**config.mk**
```make
export PLATFORM = sky130hd
export DESIGN_NAME = push_crc_sequencer
export DESIGN_NICKNAME = d
export VERILOG_FILES = /design/src/rtl/push_crc_sequencer.sv
export SDC_FILE = /design/constraint.sdc
export NUM_CORES = 1
export LEC_CHECK = 0
export ABC_CLOCK_PERIOD_IN_PS = 3000
export CORE_MARGIN = 2
export CORE_UTILIZATION = 45
export DETAILED_ROUTE_END_ITERATION = 8
export HOLD_SLACK_MARGIN = 0.02
export PLACE_DENSITY = 0.69
export SYNTH_ARGS = -nofsm -noshare
export SYNTH_HDL_FRONTEND = slang
export SYNTH_SLANG_ARGS = --single-unit
```
**constraint.sdc**
```tcl
create_clock -name clk -period 3 [get_ports clk]
set_input_delay 0.6 -clock clk [delete_from_list [all_inputs] [get_ports clk]]
set_output_delay 0.6 -clock clk [all_outputs]
set_load 0.05 [all_outputs]
```
**src/rtl/push_crc_sequencer.sv**
```systemverilog
// push_crc_sequencer
// Emits one packet onto a byte stream: len_a bytes passed through from source A,
// then len_b bytes from source B, then the CRC-16 of those payload bytes (high
// byte first). Payload bytes pass through combinationally; the CRC is updated
// one byte per accepted transfer.
//
// state  | meaning
// IDLE   | waiting for start; lengths and CRC seed are loaded on start
// PUSH_A | forwarding source A bytes until len_a transfers have completed
// PUSH_B | forwarding source B bytes until len_b transfers have completed
// CRC_HI | presenting crc[15:8]; the CRC is frozen from here on
// CRC_LO | presenting crc[7:0] with out_last; done pulses after it is accepted
module push_crc_sequencer #(
    parameter int          LEN_W    = 8,
    parameter logic [15:0] CRC_POLY = 16'h1021,
    parameter logic [15:0] CRC_INIT = 16'hFFFF
) (
    input  logic             clk,
    input  logic             rstn,
    input  logic             start,
    input  logic [LEN_W-1:0] len_a,
    input  logic [LEN_W-1:0] len_b,
    output logic             busy,
    output logic             done,
    input  logic [7:0]       a_data,
    input  logic             a_valid,
    output logic             a_ready,
    input  logic [7:0]       b_data,
    input  logic             b_valid,
    output logic             b_ready,
    output logic [7:0]       out_data,
    output logic             out_valid,
    input  logic             out_ready,
    output logic             out_last
);

    typedef enum logic [2:0] {
        IDLE   = 3'd0,
        PUSH_A = 3'd1,
        PUSH_B = 3'd2,
        CRC_HI = 3'd3,
        CRC_LO = 3'd4
    } state_t;

    state_t           state;
    state_t           state_next;
    logic [15:0]      crc;
    logic [LEN_W-1:0] cnt;
    logic [LEN_W-1:0] cnt_inc;
    logic [LEN_W-1:0] len_a_q;
    logic [LEN_W-1:0] len_b_q;
    logic             xfer;

    // Bitwise MSB-first CRC update over one byte, unrolled into combinational logic.
    function automatic logic [15:0] crc_step(input logic [15:0] c, input logic [7:0] d);
        logic [15:0] r;
        logic        fb;
        r = c;
        for (int i = 0; i < 8; i++) begin
            fb = r[15] ^ d[7-i];
            r  = {r[14:0], 1'b0} ^ (fb ? CRC_POLY : 16'h0000);
        end
        return r;
    endfunction

    assign cnt_inc = cnt + {{(LEN_W-1){1'b0}}, 1'b1};
    assign xfer    = out_valid & out_ready;
    assign busy    = (state != IDLE);

    // State register.
    always_ff @(posedge clk or negedge rstn) begin
        if (!rstn) begin
            state <= IDLE;
        end else begin
            state <= state_next;
        end
    end

    // Next-state decode and stream muxing; out_data is forced to zero whenever no byte is offered.
    always_comb begin
        state_next = state;
        out_data   = 8'h00;
        out_valid  = 1'b0;
        out_last   = 1'b0;
        a_ready    = 1'b0;
        b_ready    = 1'b0;
        case (state)
            IDLE: begin
                if (start) begin
                    if (len_a != '0)      state_next = PUSH_A;
                    else if (len_b != '0) state_next = PUSH_B;
                    else                  state_next = CRC_HI;
                end
            end
            PUSH_A: begin
                out_valid = a_valid;
                out_data  = a_valid ? a_data : 8'h00;
                a_ready   = out_ready;
                if (a_valid && out_ready && (cnt_inc == len_a_q)) begin
                    state_next = (len_b_q != '0) ? PUSH_B : CRC_HI;
                end
            end
            PUSH_B: begin
                out_valid = b_valid;
                out_data  = b_valid ? b_data : 8'h00;
                b_ready   = out_ready;
                if (b_valid && out_ready && (cnt_inc == len_b_q)) begin
                    state_next = CRC_HI;
                end
            end
            CRC_HI: begin
                out_valid = 1'b1;
                out_data  = crc[15:8];
                if (out_ready) state_next = CRC_LO;
            end
            CRC_LO: begin
                out_valid = 1'b1;
                out_data  = crc[7:0];
                out_last  = 1'b1;
                if (out_ready) state_next = IDLE;
            end
            default: state_next = IDLE;
        endcase
    end

    // Length latch, running CRC and per-segment byte counter; counter clears at each segment end.
    always_ff @(posedge clk or negedge rstn) begin
        if (!rstn) begin
            crc     <= CRC_INIT;
            cnt     <= '0;
            len_a_q <= '0;
            len_b_q <= '0;
        end else begin
            case (state)
                IDLE: begin
                    if (start) begin
                        len_a_q <= len_a;
                        len_b_q <= len_b;
                        crc     <= CRC_INIT;
                        cnt     <= '0;
                    end
                end
                PUSH_A: begin
                    if (xfer) begin
                        crc <= crc_step(crc, a_data);
                        cnt <= (cnt_inc == len_a_q) ? '0 : cnt_inc;
                    end
                end
                PUSH_B: begin
                    if (xfer) begin
                        crc <= crc_step(crc, b_data);
                        cnt <= (cnt_inc == len_b_q) ? '0 : cnt_inc;
                    end
                end
                default: ;
            endcase
        end
    end

    // Completion pulse, one cycle after the CRC low byte is accepted.
    always_ff @(posedge clk or negedge rstn) begin
        if (!rstn) begin
            done <= 1'b0;
        end else begin
            done <= (state == CRC_LO) && xfer;
        end
    end

endmodule

```
; ---- Yosys cells after proc, flatten, opt, wreduce, memory -nomap -nowiden
; Index checks and enable logic that the tools add are counted.
[word_totals]
register_bits = 44
input_bits = 38
output_inout_bits = 14
[classes]
n_mux = 42
n_reduce_logical = 15
eq_ne = 13
n_addsub = 1
bitwise_logic = 33
[ops]
columns = operator, count
row1 = 16-bit by 13-bit XOR with 16-bit output, 16
row2 = 13-bit two-way mux, 16
row3 = 8-bit two-way mux, 7
row4 = 16-bit two-way mux, 3
row5 = 16-bit case mux with 3 select lines, 1
row6 = 8-bit case mux with 4 select lines, 1
row7 = 8-bit case mux with 3 select lines, 1
row8 = 8-bit nonzero test, 3
row9 = 8-bit equality test, 2
row10 = 1-bit XOR, 16
row11 = 3-bit two-way mux, 5
row12 = 3-bit case mux with 5 select lines, 1
row13 = "2-bit != test, second input constant", 7
row14 = "8-bit by 1-bit adder with 8-bit output, second input constant", 1
row15 = "3-bit by 2-bit equality test with 1-bit output, second input constant", 2
row16 = 3-bit nonzero test, 2
row17 = 1-bit logical AND, 5
row18 = 1-bit two-way mux, 5
row19 = 5-bit AND reduction, 1
row20 = 4-bit AND reduction, 1
row21 = "3-bit by 1-bit equality test with 1-bit output, second input constant", 1
row22 = "3-bit equality test, second input constant", 1
row23 = 3-bit logical NOT, 1
row24 = 1-bit case mux with 3 select lines, 1
row25 = other kinds (4), 4

; ---- Logic depth before layout (Yosys ltp)
[logic_depth]
word_depth = 26
ltp_mapped = 9
depth_no_buf = 8

; ---- Least setup slack after synthesis
; No wires, ideal clock.
[synth_path]
path_type = reg2out
startpoint = register state[0]
endpoint = output out_data[0]
t_required_ps = 2400
path_slack_ps = 466
arrival_time_ps = 1934
path_stages_with_launch = 7
cell_sequence = dfrtp_1 > clkbuf_8 > nor2_1 > nand2_1 > clkinv_1 > a222oi_1 > nand2_1
[synth_between]
elab_chain_cells = 2
[synth_lines]
columns = element, line
row1 = "start, declared", 45  ; state_t state;
row2 = "start signal, assigned", 75  ; state <= state_next;
row3 = "3-bit equality test, or another cell as far along", 87  ; case (state)
row4 = 8-bit case mux with 4 select lines *, 87
row5 = "end, declared", 31  ; output logic [7:0] out_data,
; Mark *: on every way between the ends. The rest lies on a longest branch, timed or not.

; ---- Worst setup path in the final report
[layout_path]
startpoint = register state[1]
endpoint = output out_last
[layout_between]
elab_chain_cells = 2
[layout_lines]
columns = element, line
row1 = 3-bit equality test, 87
row2 = 1-bit two-way mux, 87
row3 = "end, declared", 34  ; output logic out_last
; No other way between the ends.

==> run_summary.xml <==
<?xml version="1.0" encoding="UTF-8"?>
<metrics>
  <group name="synth">
    <metric name="synth_top_area_share" unit="%">22.0</metric>
    <metric name="number_of_enable_type_register_cells_in_the_synthesized_netlist" unit="">0</metric>
    <metric name="synth.ff_latch_count" unit="">44</metric>
    <metric name="synth_most_common_cell" unit="">sky130_fd_sc_hd__nand2_1</metric>
    <metric name="yosys-top-cells-area" unit="">sky130_fd_sc_hd__dfrtp_1, sky130_fd_sc_hd__dfstp_2, sky130_fd_sc_hd__xnor2_1</metric>
    <metric name="synth_flop_cell" unit="">sky130_fd_sc_hd__dfrtp_1</metric>
    <metric name="sequential_cell_area_fraction_in_the_yosys_report" unit="%">35.2</metric>
    <metric name="synth_top_cell_by_area" unit="">sky130_fd_sc_hd__dfrtp_1</metric>
    <metric name="synth_cells" unit="">333</metric>
    <metric name="syn_area_per_cell" unit="um^2">9.58</metric>
    <metric name="netlist-cell-type-count" unit="">62</metric>
    <metric name="async_flop_share" unit="%">100</metric>
    <metric name="yosysWarnings" unit="">0</metric>
    <metric name="post_synth_instance_area" unit="um^2">3190</metric>
    <metric name="syn-num-nets" unit="">372</metric>
    <metric name="synth.top_cells.by_count" unit="">sky130_fd_sc_hd__nand2_1, sky130_fd_sc_hd__xnor2_1, sky130_fd_sc_hd__dfrtp_1</metric>
  </group>
  <group name="detailed_routing">
    <metric name="detail_route.wl_per_cell" unit="um">15.7</metric>
    <metric name="routed_via_density" unit="">5.71</metric>
    <metric name="route.vias.total" unit="">2706</metric>
    <metric name="finalWirelength" unit="mm">7.42</metric>
    <metric name="detailedRoute.firstIterationViolations" unit="">186</metric>
    <metric name="route.antenna.remaining_nets" unit="">0</metric>
    <metric name="detail_route.drc_violations" unit="">0</metric>
    <metric name="first_pass_drt_iterations" unit="">5</metric>
  </group>
  <group name="final_layout">
    <metric name="n_antenna_cell" unit="">0</metric>
    <metric name="area_growth_syn_to_layout" unit="%">21.3</metric>
    <metric name="fraction_of_final_layout_cells_with_drive_strength_greater_than_1" unit="%">18.5</metric>
    <metric name="design_area" unit="um^2">3870</metric>
    <metric name="layout.filler_cells" unit="">605</metric>
    <metric name="design.final.nets" unit="">416</metric>
  </group>
  <group name="grt">
    <metric name="grt_util_all_layers" unit="%">20.0</metric>
    <metric name="grt_antenna_before_repair" unit="">0</metric>
    <metric name="grt_pass1_vias" unit="">2594</metric>
    <metric name="grt_start_max_net_pins" unit="">45</metric>
    <metric name="grt-ovfl-total" unit="">0</metric>
    <metric name="grt_first_pass_wirelength" unit="mm">12.2</metric>
  </group>
  <group name="placement">
    <metric name="placed_cell_area" unit="um^2">3790</metric>
    <metric name="placement.setup.worst_slack" unit="ps">381</metric>
    <metric name="placement.io_buffers" unit="">51</metric>
    <metric name="place.detailed.hpwl" unit="mm">5.50</metric>
    <metric name="gp_congestion" unit="">0.857</metric>
  </group>
  <group name="power">
    <metric name="cellLeakagePower" unit="uW">0.00157</metric>
    <metric name="irDropWorstVdd" unit="V">0.000527</metric>
    <metric name="p_per_area" unit="nW/um^2">1100</metric>
  </group>
  <group name="clock_tree">
    <metric name="cts_num_sinks" unit="">44</metric>
    <metric name="cts.path.max_buffers" unit="">2</metric>
    <metric name="total_cts_buffers" unit="">5</metric>
    <metric name="path_clk_slew" unit="ps">90</metric>
    <metric name="clock_tree.htree_level_count" unit="">2</metric>
    <metric name="clkLatencyLatePin" unit="ps">300</metric>
    <metric name="cts_tree" unit="">yes</metric>
    <metric name="ctsResizeCount" unit="">0</metric>
    <metric name="cts_setup_buffers" unit="">0</metric>
    <metric name="ctsHoldBuffers" unit="">0</metric>
    <metric name="library_cell_used_as_clock_root_buffer" unit="">sky130_fd_sc_hd__clkbuf_8</metric>
  </group>
  <group name="floorplan">
    <metric name="std_cell_rows" unit="">30</metric>
    <metric name="top_level_ports" unit="">52</metric>
    <metric name="design.core.area" unit="um^2">6830</metric>
    <metric name="die_area" unit="um^2">7780</metric>
    <metric name="floorplan.die.width" unit="um">88.2</metric>
    <metric name="die_height" unit="um">88.2</metric>
    <metric name="initial_core_util" unit="%">46.7</metric>
  </group>
  <group name="run_status">
    <metric name="status" unit="">finished, final reports clean</metric>
  </group>
  <group name="sta">
    <metric name="number_of_pins_with_negative_max_slew_slack_in_the_final_report" unit="">0</metric>
    <metric name="worst_slack" unit="ps">135</metric>
    <metric name="min_period_over_period" unit="%">95.5</metric>
    <metric name="report.final.hold_viol_count" unit="">0</metric>
    <metric name="setup_viol" unit="">0</metric>
    <metric name="rsz0062_at_grt" unit="">no</metric>
    <metric name="clock-skew-final" unit="ps">10.9</metric>
    <metric name="max_slew.worst_pin.slew" unit="ps">995</metric>
    <metric name="clock.fmax" unit="MHz">349</metric>
    <metric name="finalWorstPathRequiredPeriod" unit="ps">2860</metric>
    <metric name="relSlewSlack" unit="%">33.7</metric>
    <metric name="finalSetupTns" unit="ps">0</metric>
  </group>
  <group name="run">
    <metric name="cap_violations" unit="">0</metric>
  </group>
  <group name="critical_path">
    <metric name="critPathRequiredTime" unit="ps">2400</metric>
    <metric name="crit_type" unit="">flop to output pin</metric>
    <metric name="cp-start-kind" unit="">flop</metric>
    <metric name="largest_fanout_on_the_critical_path" unit="">11</metric>
    <metric name="setup.worst_path.end_class" unit="">output pin</metric>
    <metric name="critPathArrivalTime" unit="ps">2260</metric>
  </group>
  <group name="worst_hold_path">
    <metric name="min_path_type" unit="">input pin to asynchronous set/reset pin</metric>
  </group>
</metrics>
[sequential cells by signal, indices dropped and copies added (netlist names)]
register	cells
crc	16
cnt	8
len_b_q	8
len_a_q	8
state	3
done	1
[critical path, cell delays in order (launching register included)]
cell and delay (ps):
sky130_fd_sc_hd__dfrtp_1 490, sky130_fd_sc_hd__nor2_1 250, sky130_fd_sc_hd__nand2_1 150, sky130_fd_sc_hd__clkinv_1 210, sky130_fd_sc_hd__clkdlybuf4s50_1 840
[area by class of cell]
type                       count  area, um^2  area share [%]
tap                           96         120            3.10
sequential                    44        1120            29.0
timing repair buffer          58         643            16.6
inverter                       5        18.8           0.485
multi-input combinational    263        1890            48.7
clock buffer                   7        76.3            1.97
clock inverter                 1        5.00           0.129
[cell usage in the layout (no fill, tap or decap), drive strengths merged, types with 3 or more instances in the layout]
cell type	instances
xnor2	37
nor3b	3
o22ai	3
xnor3	3
dfstp	16
a222oi	8
nor2	17
nor4	6
clkdlybuf4s50	39
clkbuf	7
or3	4
mux2	17
a21o	4
dfrtp	28
nor3	4
nand2	44
buf	19
inv	4
xor2	17
a21oi	21
o21ai	26
o31ai	4
nand3	6
a22o	3
[per-stage QoR]
step	util (%)	total power [uW]	hold slack, ps	cells
finish	56.6	4260	458	474
global route	56.6	4590	524	474
CTS	56.6	4270	500	474
floorplan	-	3290	304	333
global placement	55.5	3830	488	466
detailed placement	55.5	3880	491	466
[routing by layer]
layer  part of all wire [%]  wire, um  track usage, %  vias up
met5                      0         0               0        -
li1                       -         -               -     1285
met3                    5.1       382            3.68       16
met2                     48      3530            33.2      100
met4                    2.2       160            7.58        0
met1                     45      3350            25.9     1305
[logic make-up (layout without fill, tap and decap cells)]
logic type,count (synthesis),in the layout,share of synthesized area (%)
compound gates,87,87,18.3
xor+xnor,59,59,18.6
fa+ha+maj,1,1,0.392
buf+inv,26,71,5.73
flops,44,44,35.2
mux,17,17,6.00
simple gates,99,99,15.8
[worst paths after layout]
kind	start	endpoint	slack [ps]	cells after the start
worst max-delay path	state[1]$_DFFE_PN0P_	out_last	140	4
worst min-delay path	rstn	len_a_q[4]$_DFFE_PN0P_	460	1
worst max register to register	cnt[1]$_DFFE_PN0P_	cnt[6]$_DFFE_PN0P_	400	8
worst min register to register	crc[6]$_DFFE_PN1P_	crc[6]$_DFFE_PN1P_	500	2
max in group asynchronous	rstn	cnt[6]$_DFFE_PN0P_	1930	1
min in group clk	crc[6]$_DFFE_PN1P_	crc[6]$_DFFE_PN1P_	500	2
[power by group]
group | total [uW] | switching [uW] | internal [uW]
clock | 374 | 210 | 164
combinational | 2570 | 1320 | 1250
sequential | 1320 | 351 | 967
total | 4260 | 1880 | 2380
(Power assumes the default switching activity.)
